--- src/rtl/forwarding_if.sv ---
// forwarding_if: decode-side request and forwarding/stall response bundle
interface forwarding_if #(parameter int REG_AW = 5);
    logic              id_valid;
    logic [REG_AW-1:0] id_rs1;
    logic [REG_AW-1:0] id_rs2;
    logic [REG_AW-1:0] id_rd;
    logic              id_regwrite;
    logic              id_memread;
    logic              flush;
    logic [1:0]        fwd_a_sel;
    logic [1:0]        fwd_b_sel;
    logic              stall;
    modport master (
        output id_valid, id_rs1, id_rs2, id_rd, id_regwrite, id_memread, flush,
        input  fwd_a_sel, fwd_b_sel, stall
    );
    modport slave (
        input  id_valid, id_rs1, id_rs2, id_rd, id_regwrite, id_memread, flush,
        output fwd_a_sel, fwd_b_sel, stall
    );
endinterface

--- src/rtl/forwarding_ctrl.sv ---
// forwarding_ctrl: EX operand forwarding selects and load-use stall; FWD_PERF_EN adds stall/forward counters
module forwarding_ctrl #(
    parameter int REG_AW     = 5,
    parameter int NREGS_ZERO = 0
) (
    input  logic        clk,
    input  logic        rst_n,
    forwarding_if.slave bus
`ifdef FWD_PERF_EN
    ,
    output logic [31:0] stall_cnt,
    output logic [31:0] fwd_cnt
`endif
);
    localparam logic [REG_AW-1:0] ZERO = REG_AW'(NREGS_ZERO);
    logic [REG_AW-1:0] idex_rs1, idex_rs2, idex_rd, exmem_rd, memwb_rd;
    logic              idex_regwrite, idex_memread, exmem_regwrite, memwb_regwrite;
    logic              bubble;
    assign bubble = bus.stall | bus.flush | ~bus.id_valid;
    assign bus.stall = bus.id_valid & idex_memread & (idex_rd != ZERO) &
                       ((idex_rd == bus.id_rs1) | (idex_rd == bus.id_rs2));
    // Youngest producer wins: EX/MEM is checked before MEM/WB
    always_comb begin
        bus.fwd_a_sel = (exmem_regwrite && exmem_rd != ZERO && exmem_rd == idex_rs1) ? 2'b01 :
                        (memwb_regwrite && memwb_rd != ZERO && memwb_rd == idex_rs1) ? 2'b10 : 2'b00;
        bus.fwd_b_sel = (exmem_regwrite && exmem_rd != ZERO && exmem_rd == idex_rs2) ? 2'b01 :
                        (memwb_regwrite && memwb_rd != ZERO && memwb_rd == idex_rs2) ? 2'b10 : 2'b00;
    end
    // Shadow pipeline: ID/EX takes a bubble on stall/flush/invalid, later stages always shift
    always_ff @(posedge clk or negedge rst_n) begin
        if (!rst_n) begin
            idex_rs1       <= '0;
            idex_rs2       <= '0;
            idex_rd        <= '0;
            idex_regwrite  <= 1'b0;
            idex_memread   <= 1'b0;
            exmem_rd       <= '0;
            exmem_regwrite <= 1'b0;
            memwb_rd       <= '0;
            memwb_regwrite <= 1'b0;
        end else begin
            idex_rs1       <= bubble ? '0 : bus.id_rs1;
            idex_rs2       <= bubble ? '0 : bus.id_rs2;
            idex_rd        <= bubble ? '0 : bus.id_rd;
            idex_regwrite  <= bubble ? 1'b0 : bus.id_regwrite;
            idex_memread   <= bubble ? 1'b0 : bus.id_memread;
            exmem_rd       <= idex_rd;
            exmem_regwrite <= idex_regwrite;
            memwb_rd       <= exmem_rd;
            memwb_regwrite <= exmem_regwrite;
        end
    end
`ifdef FWD_PERF_EN
    // Event counters; a cycle forwarding on both operands counts once
    always_ff @(posedge clk or negedge rst_n) begin
        if (!rst_n) begin
            stall_cnt <= '0;
            fwd_cnt   <= '0;
        end else begin
            stall_cnt <= stall_cnt + 32'(bus.stall);
            fwd_cnt   <= fwd_cnt + 32'((bus.fwd_a_sel != 2'b00) || (bus.fwd_b_sel != 2'b00));
        end
    end
`endif
endmodule

--- src/flat_wrapper.sv ---
// flat-port wrapper written by rule: the top's interface ports become plain ports
module forwarding_ctrl_flat 
#(
    parameter int REG_AW     = 5,
    parameter int NREGS_ZERO = 0
)
  (clk, rst_n, bus_id_valid, bus_id_rs1, bus_id_rs2, bus_id_rd, bus_id_regwrite, bus_id_memread, bus_flush, bus_fwd_a_sel, bus_fwd_b_sel, bus_stall);
  forwarding_if #(.REG_AW(REG_AW)) bus_i ();
  input  logic clk;
  input  logic rst_n;
  input wire logic [$bits(bus_i.id_valid)-1:0] bus_id_valid;
  input wire logic [$bits(bus_i.id_rs1)-1:0] bus_id_rs1;
  input wire logic [$bits(bus_i.id_rs2)-1:0] bus_id_rs2;
  input wire logic [$bits(bus_i.id_rd)-1:0] bus_id_rd;
  input wire logic [$bits(bus_i.id_regwrite)-1:0] bus_id_regwrite;
  input wire logic [$bits(bus_i.id_memread)-1:0] bus_id_memread;
  input wire logic [$bits(bus_i.flush)-1:0] bus_flush;
  output wire logic [$bits(bus_i.fwd_a_sel)-1:0] bus_fwd_a_sel;
  output wire logic [$bits(bus_i.fwd_b_sel)-1:0] bus_fwd_b_sel;
  output wire logic [$bits(bus_i.stall)-1:0] bus_stall;
  assign bus_i.id_valid = bus_id_valid;
  assign bus_i.id_rs1 = bus_id_rs1;
  assign bus_i.id_rs2 = bus_id_rs2;
  assign bus_i.id_rd = bus_id_rd;
  assign bus_i.id_regwrite = bus_id_regwrite;
  assign bus_i.id_memread = bus_id_memread;
  assign bus_i.flush = bus_flush;
  assign bus_fwd_a_sel = bus_i.fwd_a_sel;
  assign bus_fwd_b_sel = bus_i.fwd_b_sel;
  assign bus_stall = bus_i.stall;
  forwarding_ctrl #(.REG_AW(REG_AW), .NREGS_ZERO(NREGS_ZERO)) u_core (.clk(clk), .rst_n(rst_n), .bus(bus_i));
endmodule
--- config.mk ---
export PLATFORM = sky130hd
export DESIGN_NAME = forwarding_ctrl_flat
export DESIGN_NICKNAME = d
export VERILOG_FILES = /design/src/rtl/forwarding_if.sv /design/src/rtl/forwarding_ctrl.sv /design/src/flat_wrapper.sv
export SDC_FILE = /design/constraint.sdc
export NUM_CORES = 1
export LEC_CHECK = 0
export CELL_PAD_IN_SITES_DETAIL_PLACEMENT = 1
export CELL_PAD_IN_SITES_GLOBAL_PLACEMENT = 1
export CORE_ASPECT_RATIO = 0.5
export CORE_MARGIN = 2
export CORE_UTILIZATION = 52
export DETAILED_ROUTE_END_ITERATION = 10
export DONT_BUFFER_PORTS = 1
export PLACE_DENSITY_LB_ADDON = 0.1
export SYNTH_ARGS = -nofsm -noshare
export SYNTH_HDL_FRONTEND = slang
export SYNTH_SLANG_ARGS = --single-unit
--- constraint.sdc ---
create_clock -name clk -period 2.7 [get_ports clk]
set_input_delay 0.27 -clock clk [delete_from_list [all_inputs] [get_ports clk]]
set_output_delay 0.27 -clock clk [all_outputs]
set_load 0.01 [all_outputs]
Yosys cells after proc, flatten, opt, wreduce, memory -nomap -nowiden
Cells that the tools add are included.

word-level totals
  input port bits = 21
  register bits after elaboration = 29
  logic and storage cells = 40

operators by class
  bitwise gates (word level) = 7
  multiplexer cells = 9
  equality and inequality tests = 6
  reductions and logical operators = 9

operators by type and width
  kind                 count
  $eq A5 B5 Y1         6
  $mux W5              3
  $reduce_bool A5 Y1   3
  $mux W2              4
  $logic_and A1 B1 Y1  6
  $and A1 B1 Y1        3
  $or A1 B1 Y1         3
  $mux W1              2
  $not A1 Y1           1

Longest topological paths before layout
Gate-level depths: netlist of the first run.

  depth in word-level cells = 6
  depth in mapped cells = 5
  depth with buffers taken out = 4

Worst setup path after synthesis of the first run
OpenSTA, ideal clock, no wires.

  kind = register to output
  start = register u_core.exmem_rd[0]
  end = output bus_fwd_a_sel[1]
  cell stages (with the launch flop) = 5
  buffers on the path = 0
  slack = 0.886 ns
  required time = 2.430 ns
  arrival = 1.544 ns
  cell sequence = dfrtp_1 -> or4_1 -> o21ai_2 -> nor4_1 -> nor4_2

between the ends
  longest elaborated chain between the ends = 4
  elaborated cells on any way between the ends = 5
  those cells by class = eq/ne: 1; mux: 1; reduce/logical: 3

RTL lines
  element                  line                   RTL
  start, declared          forwarding_ctrl.sv:16  logic [REG_AW-1:0] idex_rs1, idex_rs2, idex_rd, exmem_rd, memwb_rd;
  start signal, assigned   forwarding_ctrl.sv:47  exmem_rd <= idex_rd;
  $reduce_bool A5 Y1       forwarding_ctrl.sv:24  bus.fwd_a_sel = (exmem_regwrite && exmem_rd != ZERO && exmem_rd == idex_rs1) ? 2'b01 :
  $logic_and A1 B1 Y1      forwarding_ctrl.sv:24
  $logic_and A1 B1 Y1 (*)  forwarding_ctrl.sv:24
  $mux W2 (*)              forwarding_ctrl.sv:24
  end, declared            flat_wrapper.sv:18     output wire logic [$bits(bus_i.fwd_a_sel)-1:0] bus_fwd_a_sel;

Mark *: on every way between the ends. The rest lies on a longest branch, timed or not.

Worst setup path after layout of the first run
Ends and elaborated chain as after synthesis.

==> impl_metrics.json, run 1 <==
{
  "outcome": "finished clean",
  "io_buffers": 0,
  "cp.required_ns": 2.43,
  "place_ws_ns": 0.783,
  "critPathLaunch": "u_core.exmem_rd[0]",
  "gp_congestion": 0.850,
  "wl_per_cell_um": 17.8,
  "peakVddDrop_uv": 319,
  "fmax_mhz": 454,
  "fin_nets": 147,
  "die_w_um": 76.6,
  "grt_max_degree": 30,
  "setup_tns_ns": 0,
  "dr_total_vias": 873,
  "grt.total_usage": 0.214,
  "worst_pin_slew_ns": 0.821,
  "drt_iter0_drc": 38,
  "finish.utilization": 0.604,
  "cap_violations": 0,
  "syn_avg_cell_area_um2": 11.5,
  "power_density_mw_per_mm2": 662,
  "r2r_start": "u_core.idex_rd[4]",
  "grt_pass1_vias": 906,
  "via_per_inst": 5.32,
  "start_kind": "flop",
  "ant_nets": 0,
  "ys_seq_area_frac": 0.530,
  "antenna_found_initial": 0,
  "dr.pass1.iters": 4,
  "synthCells": 119,
  "clock_latency_ns": 0.28,
  "route.met3.wl_um": 155,
  "post-route-period-util": 0.816,
  "setup_ws_ns": 0.496,
  "rsz0062_at_grt": "false",
  "numCtsBuffers": 5,
  "overflow": 0,
  "crit_path_max_incr_delay_ns": 0.55,
  "p_leak_uw": 0.000720,
  "period_needed_ns": 2.20,
  "critPathArrivalTime_ns": 1.93,
  "dieArea_mm2": 0.00309,
  "htree_num_levels": 2,
  "die_h_um": 40.3,
  "cts_sinks": 29,
  "root_buffer": "clkbuf_8",
  "grt_pass1_wl_um": 4650,
  "finalHoldViolCount": 0,
  "slew_headroom": 0.448,
  "worstSetupPathType": "reg2out",
  "synth.net_count": 140,
  "post_cts_resized": 0,
  "start_util": 0.537,
  "core-area_mm2": 0.00255,
  "report.final.slew_viol_count": 0,
  "drive_gt1_frac": 0.205,
  "cts_tree": "built",
  "cts_buffer_depth": 2,
  "hold_class": "in2reg",
  "diodes": 0,
  "cts_setup_buffers": 0,
  "syn_to_final_growth_pct": 12.5,
  "skew_ns": 0.00594,
  "hold_start": "bus_id_memread",
  "wl_met2_um": 1370,
  "finalSetupViolCount": 0,
  "ys_ff_latch": 29,
  "end_kind": "output pin",
  "synth_warnings": 0,
  "crit_chain": "or4_1 > o21ai_2 > nor4_1 > nor4_2",
  "drt-met1-wl_um": 1370,
  "drc": 0,
  "dpl.hpwl_um": 2210,
  "io_pins": 26,
  "synth_area_mm2": 0.00137,
  "fp-row-count": 13,
  "whs_ns": 0.101,
  "route.top_layer_used": "met4",
  "slowest_stage": "or4_1",
  "yosysUniqueCellTypes": 21,
  "clk_pin_slew_ns": 0.07,
  "wl_um": 2930,
  "worstPathMaxFanout": 4
}
layout by cell type, fill, tap and decap left out, drive strengths merged:
cell type / count
and2: 1
nor2b: 1
nand3: 4
xor2: 14
buf: 4
nand2: 19
o22ai: 1
clkbuf: 7
dfrtp: 29
nor4: 4
bufinv: 1
xnor2: 16
o21ai: 2
dlygate4sd3: 1
o311a: 1
or3: 1
a21oi: 17
or4: 4
kinds of logic (layout without fill, tap and decap cells):
group                  after synthesis  count (layout)  synth area share
AND/OR/NAND/NOR                     34              34             0.131
AO/OA/AOI/OAI                       21              21             0.116
XOR/XNOR                            30              30             0.192
flip-flops                          29              29             0.530
buffers and inverters                5              13            0.0320
cell type report:
type,instances,area (µm²)
tap,37,46.3
clock inverter,1,30.0
timing repair buffer,5,52.6
clock buffer,7,86.3
fill,276,1010
multi-input combinational,85,601
sequential,29,726
Yosys cell counts:
library cell | number | area, µm²
a21oi_1 | 7 | 35.0
a21oi_2 | 10 | 87.6
and2_2 | 1 | 7.51
buf_12 | 1 | 20.0
buf_2 | 1 | 5.00
buf_6 | 1 | 11.3
clkbuf_1 | 2 | 7.51
dfrtp_1 | 29 | 726
nand2_1 | 19 | 71.3
nand3_1 | 4 | 20.0
nor2b_1 | 1 | 6.26
nor4_1 | 2 | 12.5
nor4_2 | 2 | 25.0
o21ai_1 | 1 | 5.00
o21ai_2 | 1 | 8.76
o22ai_2 | 1 | 12.5
o311a_1 | 1 | 10.0
or3_1 | 1 | 6.26
or4_1 | 4 | 30.0
xnor2_1 | 16 | 140
xor2_1 | 14 | 123
worst max-delay path, delay by kind of cell, from the launching register on:
kind            cells  cell delay, ns
flops               1            0.43
simple gates        3            1.08
compound gates      1            0.15
power by group:
part           internal [µW]  switching (µW)
registers                451            19.9
logic                   38.9            44.7
clock network            301             164
per-stage QoR:
stage	total power [µW]	cells	cell area, µm²
floorplan	534	119	1370
global placement	546	154	1400
detailed placement	551	154	1400
CTS	1020	164	1540
global route	1060	164	1540
finish	1020	164	1540
metal layers:
metal	up-vias	track usage
met5	-	0
met4	0	0.0727
met3	4	0.0811
met2	21	0.361
met1	437	0.266
li1	411	-
worst paths after layout:
path | slack (ns) | cells past startpoint | end
max in group asynchronous | 2.10 | 2 | u_core.memwb_rd[3]
max | 0.50 | 4 | bus_fwd_a_sel[1]
min in group asynchronous | 0.44 | 2 | u_core.idex_rs1[0]
min | 0.10 | 2 | u_core.idex_memread
max reg2reg | 1.05 | 5 | u_core.idex_rs2[4]
min reg2reg | 0.38 | 0 | u_core.exmem_regwrite
state kept, by name (all words and copies together), names as in the netlist:
| name | flops |
|---|---|
| u_core.memwb_regwrite | 1 |
| u_core.idex_rd | 5 |
| u_core.idex_regwrite | 1 |
| u_core.idex_memread | 1 |
| u_core.idex_rs2 | 5 |
| u_core.exmem_regwrite | 1 |
| u_core.exmem_rd | 5 |
| u_core.idex_rs1 | 5 |
| u_core.memwb_rd | 5 |
repair_timing:
action | in CTS | in global routing
hold buffers | 2 | 0
endpoints found under the setup margin | 0 | 0
endpoints found under the hold margin | 29 | 0
Note: power is estimated with default switching activity, not from simulation.
==> run 2: changes to the inputs <==
--- a/config.mk
+++ b/config.mk
@@ -9,7 +9,7 @@
 export CELL_PAD_IN_SITES_GLOBAL_PLACEMENT = 1
 export CORE_ASPECT_RATIO = 0.5
 export CORE_MARGIN = 2
-export CORE_UTILIZATION = 52
+export CORE_UTILIZATION = 48
 export DETAILED_ROUTE_END_ITERATION = 10
 export DONT_BUFFER_PORTS = 1
 export PLACE_DENSITY_LB_ADDON = 0.1
==> constraint.sdc (replaced) <==
create_clock -name clk -period 2.19 [get_ports clk]
set_input_delay 0.219 -clock clk [delete_from_list [all_inputs] [get_ports clk]]
set_output_delay 0.219 -clock clk [all_outputs]
set_load 0.01 [all_outputs]
==> run 2 against run 1 <==
Against the previous run:
- clock power up 21%
- flip-flop and latch count did not move
- worst setup slack worse by 0.35 ns
- worst hold slack got worse by 0.058 ns
- sequential share of layout area unchanged
- first-iteration DRC count decreased by 45%
- critical path depth is the same
- cell area stayed put
- global-route usage fell by 0.40 points
- register-to-register slack worse by 0.62 ns
- clock skew increased by 0.00076 ns
==> impl_metrics.json, run 2 (synthesized netlist as in run 1, its figures left out) <==
{
  "p_clk_frac": 0.452,
  "skew_ns": 0.00670,
  "rsz0062_at_grt": "false",
  "cap_violations": 0,
  "finalSetupViolCount": 0,
  "wl_per_cell_um": 17.7,
  "dr_total_vias": 879,
  "root_buffer": "clkbuf_8",
  "hold_start": "bus_id_rd[1]",
  "worst_pin_slew_ns": 0.748,
  "cts_sinks": 29,
  "drive_gt1_frac": 0.205,
  "r2r_slack_ns": 0.43,
  "cp.required_ns": 1.97,
  "grt_pass1_wl_um": 5040,
  "holdPathEnd": "u_core.idex_rd[1]",
  "post-route-period-util": 0.932,
  "syn_to_final_growth_pct": 12.5,
  "power_density_mw_per_mm2": 810,
  "slew_headroom": 0.497,
  "worstPathMaxFanout": 4,
  "power_switching_uw": 274,
  "drt_iter0_drc": 21,
  "cts_tree": "built",
  "fillerInstances": 277,
  "fp-row-count": 13,
  "fin_nets": 147,
  "internal_power_uw": 975,
  "swShare": 0.219,
  "cts_buffer_depth": 2,
  "drc": 0,
  "grt_max_degree": 30,
  "reg2reg_depth": 4,
  "diodes": 0,
  "die_h_um": 41.8,
  "clock_latency_ns": 0.28,
  "seqPwrFrac": 0.465,
  "start_kind": "flop",
  "hold_class": "in2reg",
  "fmax_mhz": 490,
  "period_needed_ns": 2.04,
  "core-area_mm2": 0.00265,
  "via_per_inst": 5.36,
  "cts_setup_buffers": 0,
  "post_cts_resized": 0,
  "peakVddDrop_uv": 393,
  "io_buffers": 0,
  "clk_pin_slew_ns": 0.06,
  "hold_path_depth": 2,
  "outcome": "finished clean",
  "end_kind": "output pin",
  "final_common_cell": "dfrtp_1",
  "crit_path_max_incr_delay_ns": 0.56,
  "dpl.hpwl_um": 2150,
  "die_w_um": 79.6,
  "multi_input_area_um2": 601,
  "fin_total_pwr_uw": 1250,
  "grt.total_usage": 0.210,
  "ant_nets": 0,
  "overflow": 0,
  "gp_congestion": 0.862,
  "finalHoldViolCount": 0,
  "finish.utilization": 0.581,
  "grt_pass1_vias": 998,
  "setup_tns_ns": 0,
  "r2r_start": "u_core.idex_rd[4]",
  "dr.pass1.iters": 4,
  "wl_um": 2910,
  "p_leak_uw": 0.000718,
  "crit_chain": "or4_1 > o21ai_2 > nor4_1 > nor4_2",
  "numCtsBuffers": 5,
  "io_pins": 26,
  "layout_common_cells": "dfrtp_1, nand2_1, xnor2_1",
  "seq_area_um2": 726,
  "htree_num_levels": 2,
  "p_comb_frac": 0.083,
  "worstSetupPathType": "reg2out",
  "dieArea_mm2": 0.00332,
  "report.final.slew_viol_count": 0,
  "start_util": 0.517,
  "slowest_stage": "or4_1",
  "critPathArrivalTime_ns": 1.82,
  "antenna_found_initial": 0,
  "reg2reg_to": "u_core.idex_regwrite"
}
[run 2: critical path, delay by kind of cell (launching register included)]
family,cells,cell delay (ns)
AND/OR/NAND/NOR,3,0.96
flip-flops,1,0.42
AO/OA/AOI/OAI,1,0.17
[run 2: how the worst max path moves through the flow]
stage                             from  slack, ns  depth (start not counted)               end
finish              u_core.exmem_rd[0]       0.15                          4  bus_fwd_b_sel[1]
floorplan           u_core.exmem_rd[0]       0.43                          4  bus_fwd_a_sel[1]
CTS                 u_core.exmem_rd[0]       0.12                          4  bus_fwd_b_sel[1]
global placement    u_core.exmem_rd[0]       0.37                          4  bus_fwd_b_sel[1]
global route        u_core.exmem_rd[0]       0.06                          4  bus_fwd_b_sel[1]
detailed placement  u_core.exmem_rd[0]       0.30                          4  bus_fwd_b_sel[1]
[run 2: cell type report]
class / count / area share
timing repair buffer: 5 / 0.0341
clock buffer: 7 / 0.0560
sequential: 29 / 0.471
clock inverter: 1 / 0.0195
tap: 37 / 0.0300
multi-input combinational: 85 / 0.390
[run 2: power by group through the flow]
stage	Sequential, µW	Combinational (µW)	Clock (µW)
2_1_floorplan	583	75.6	0
3_3_place_gp	588	84.5	0
3_5_place_dp	591	89.1	0
4_1_cts	581	106	575
5_1_grt	583	117	602
6_report	581	104	564
[run 2: stage by stage]
stage	hold WS, ns	setup WS, ns	instances	area [µm²]
after floorplan	-0.0766	0.427	119	1370
after global placement	-0.0760	0.368	154	1400
after detailed placement	-0.0763	0.300	154	1400
after CTS	0.0424	0.124	164	1540
after global routing	0.0442	0.0591	164	1540
final	0.0426	0.148	164	1540
[run 2: routing by layer]
layer	share of wire	GRT usage	up-vias
li1	-	-	413
met1	0.48	0.283	425
met2	0.45	0.306	30
met3	0.048	0.0630	11
met4	0.025	0.110	0
met5	0	0	-
[run 2: timing repair]
| item | in CTS | in global routing |
|---|---|---|
| endpoints found under the setup margin | 2 | 0 |
| endpoints found under the hold margin | 29 | 0 |
| hold buffers | 2 | 0 |
==> run 3: changes to the inputs <==
--- a/config.mk
+++ b/config.mk
@@ -5,11 +5,12 @@
 export SDC_FILE = /design/constraint.sdc
 export NUM_CORES = 1
 export LEC_CHECK = 0
+export CAP_MARGIN = 10
 export CELL_PAD_IN_SITES_DETAIL_PLACEMENT = 1
 export CELL_PAD_IN_SITES_GLOBAL_PLACEMENT = 1
 export CORE_ASPECT_RATIO = 0.5
 export CORE_MARGIN = 2
-export CORE_UTILIZATION = 48
+export CORE_UTILIZATION = 52
 export DETAILED_ROUTE_END_ITERATION = 10
 export DONT_BUFFER_PORTS = 1
 export PLACE_DENSITY_LB_ADDON = 0.1
==> constraint.sdc (replaced) <==
create_clock -name clk -period 2.4 [get_ports clk]
set_input_delay 0.24 -clock clk [delete_from_list [all_inputs] [get_ports clk]]
set_output_delay 0.24 -clock clk [all_outputs]
set_load 0.01 [all_outputs]
==> run 3 against run 2 <==
Against the previous run:
- flip-flop and latch count is the same
- sequential share of layout area is the same
- worst setup slack improved by 0.038 ns
- first-iteration DRC count rose by 57%
- via count shrank 1.7%
- cell area unchanged
- combinational power fell by 8%
- routed wire length increased by 2.6%
- highest routed layer unchanged
- non-clock buffer count is the same
==> impl_metrics.json, run 3 (synthesized netlist as in run 1, its figures left out) <==
{
  "cap_violations": 0,
  "drive_gt1_frac": 0.205,
  "cts_buffer_depth": 2,
  "syn_to_final_growth_pct": 12.5,
  "io_pins": 26,
  "start_util": 0.537,
  "swShare": 0.226,
  "seqPwrFrac": 0.461,
  "ant_nets": 0,
  "diodes": 0,
  "grt_pass1_vias": 923,
  "final_common_cell": "dfrtp_1",
  "gp_congestion": 0.817,
  "clock_latency_ns": 0.28,
  "antenna_found_initial": 0,
  "dr_total_vias": 864,
  "power_switching_uw": 259,
  "rsz0062_at_grt": "false",
  "grt_max_degree": 30,
  "finish.utilization": 0.604,
  "cts_tree": "built",
  "slew_headroom": 0.485,
  "dieArea_mm2": 0.00309,
  "internal_power_uw": 890,
  "end_kind": "output pin",
  "fp-row-count": 13,
  "via_per_inst": 5.27,
  "hold_class": "in2reg",
  "period_needed_ns": 2.21,
  "grt_pass1_wl_um": 4650,
  "outcome": "finished clean",
  "root_buffer": "clkbuf_8",
  "power_density_mw_per_mm2": 745,
  "fin_nets": 147,
  "worst-path-buf-inv": 0,
  "layout_common_cells": "dfrtp_1, nand2_1, xnor2_1",
  "dr.pass1.iters": 3,
  "clk_pin_slew_ns": 0.06,
  "grt.total_usage": 0.220,
  "drc": 0,
  "setup_tns_ns": 0,
  "slowest_stage": "or4_1",
  "hold_path_depth": 2,
  "report.final.slew_viol_count": 0,
  "skew_ns": 0.00463,
  "p_comb_frac": 0.083,
  "cp_top_family": "simple AND/OR/NAND/NOR gates",
  "worstSetupPathType": "reg2out",
  "worstPathMaxFanout": 4,
  "finalSetupViolCount": 0,
  "critPathArrivalTime_ns": 1.97,
  "finalNonFillerCells": 164,
  "finalHoldViolCount": 0,
  "worst_pin_slew_ns": 0.766,
  "reg2reg_depth": 4,
  "htree_num_levels": 2,
  "io_buffers": 0,
  "numCtsBuffers": 5,
  "cts_sinks": 29,
  "cts_setup_buffers": 0,
  "overflow": 0,
  "drt_iter0_drc": 33,
  "crit_path_max_incr_delay_ns": 0.58,
  "peakVddDrop_uv": 381,
  "die_h_um": 40.3,
  "post-route-period-util": 0.923,
  "path_depth": 4,
  "p_clk_frac": 0.456,
  "wl_um": 2980,
  "cts_hold_buf": 2,
  "p_leak_uw": 0.000720,
  "start_kind": "flop",
  "crit_chain": "or4_1 > o21ai_2 > nor4_1 > nor4_2",
  "fmax_mhz": 452,
  "die_w_um": 76.6,
  "wl_per_cell_um": 18.2,
  "cp.required_ns": 2.16,
  "dpl.hpwl_um": 2140,
  "dp_cells": 154,
  "post_cts_resized": 0,
  "core-area_mm2": 0.00255
}
[run 3: cell counts in the layout (fill, tap and decap cells not counted)]
No cell type changed its count.
[run 3: path summary, 6_finish.rpt]
path / from / to / slack, ns
setup reg to reg: u_core.idex_rd[4] / u_core.idex_rs2[4] / 0.59
min in group asynchronous: rst_n / u_core.exmem_rd[4] / 0.40
max in group asynchronous: rst_n / u_core.exmem_rd[3] / 1.84
hold / removal: bus_id_rs1[4] / u_core.idex_rs1[4] / 0.07
hold reg to reg: u_core.idex_regwrite / u_core.exmem_regwrite / 0.37
setup / recovery: u_core.exmem_rd[0] / bus_fwd_a_sel[1] / 0.19
[run 3: stage by stage]
step | hold slack (ns) | cell area [µm²] | power (µW) | setup WS, ns
3_3_place_gp | -0.0550 | 1400 | 614 | 0.551
5_1_grt | 0.0623 | 1540 | 1190 | 0.101
2_1_floorplan | -0.0556 | 1370 | 601 | 0.616
3_5_place_dp | -0.0552 | 1400 | 621 | 0.470
4_1_cts | 0.0607 | 1540 | 1160 | 0.166
6_report | 0.0692 | 1540 | 1150 | 0.186
[run 3: layer usage]
metal	up-vias	routed length (µm)	track usage
met5	-	0	0
met4	0	39	0.0682
met3	5	131	0.0833
met2	19	1430	0.385
met1	428	1380	0.268
li1	412	-	-
[run 3: area by class of cell]
cell class                 instances  area [µm²]
sequential                        29         726
tap                               37        46.3
clock buffer                       7        86.3
fill                             273        1010
timing repair buffer               5        52.6
multi-input combinational         85         601
clock inverter                     1        30.0
[run 3: power by group through the flow]
stage	clock (µW)	sequential [µW]	combinational, µW
global placement	0	537	77.1
global route	552	532	106
CTS	532	530	98.0
floorplan	0	532	68.9
finish	523	530	95.9
detailed placement	0	539	81.6
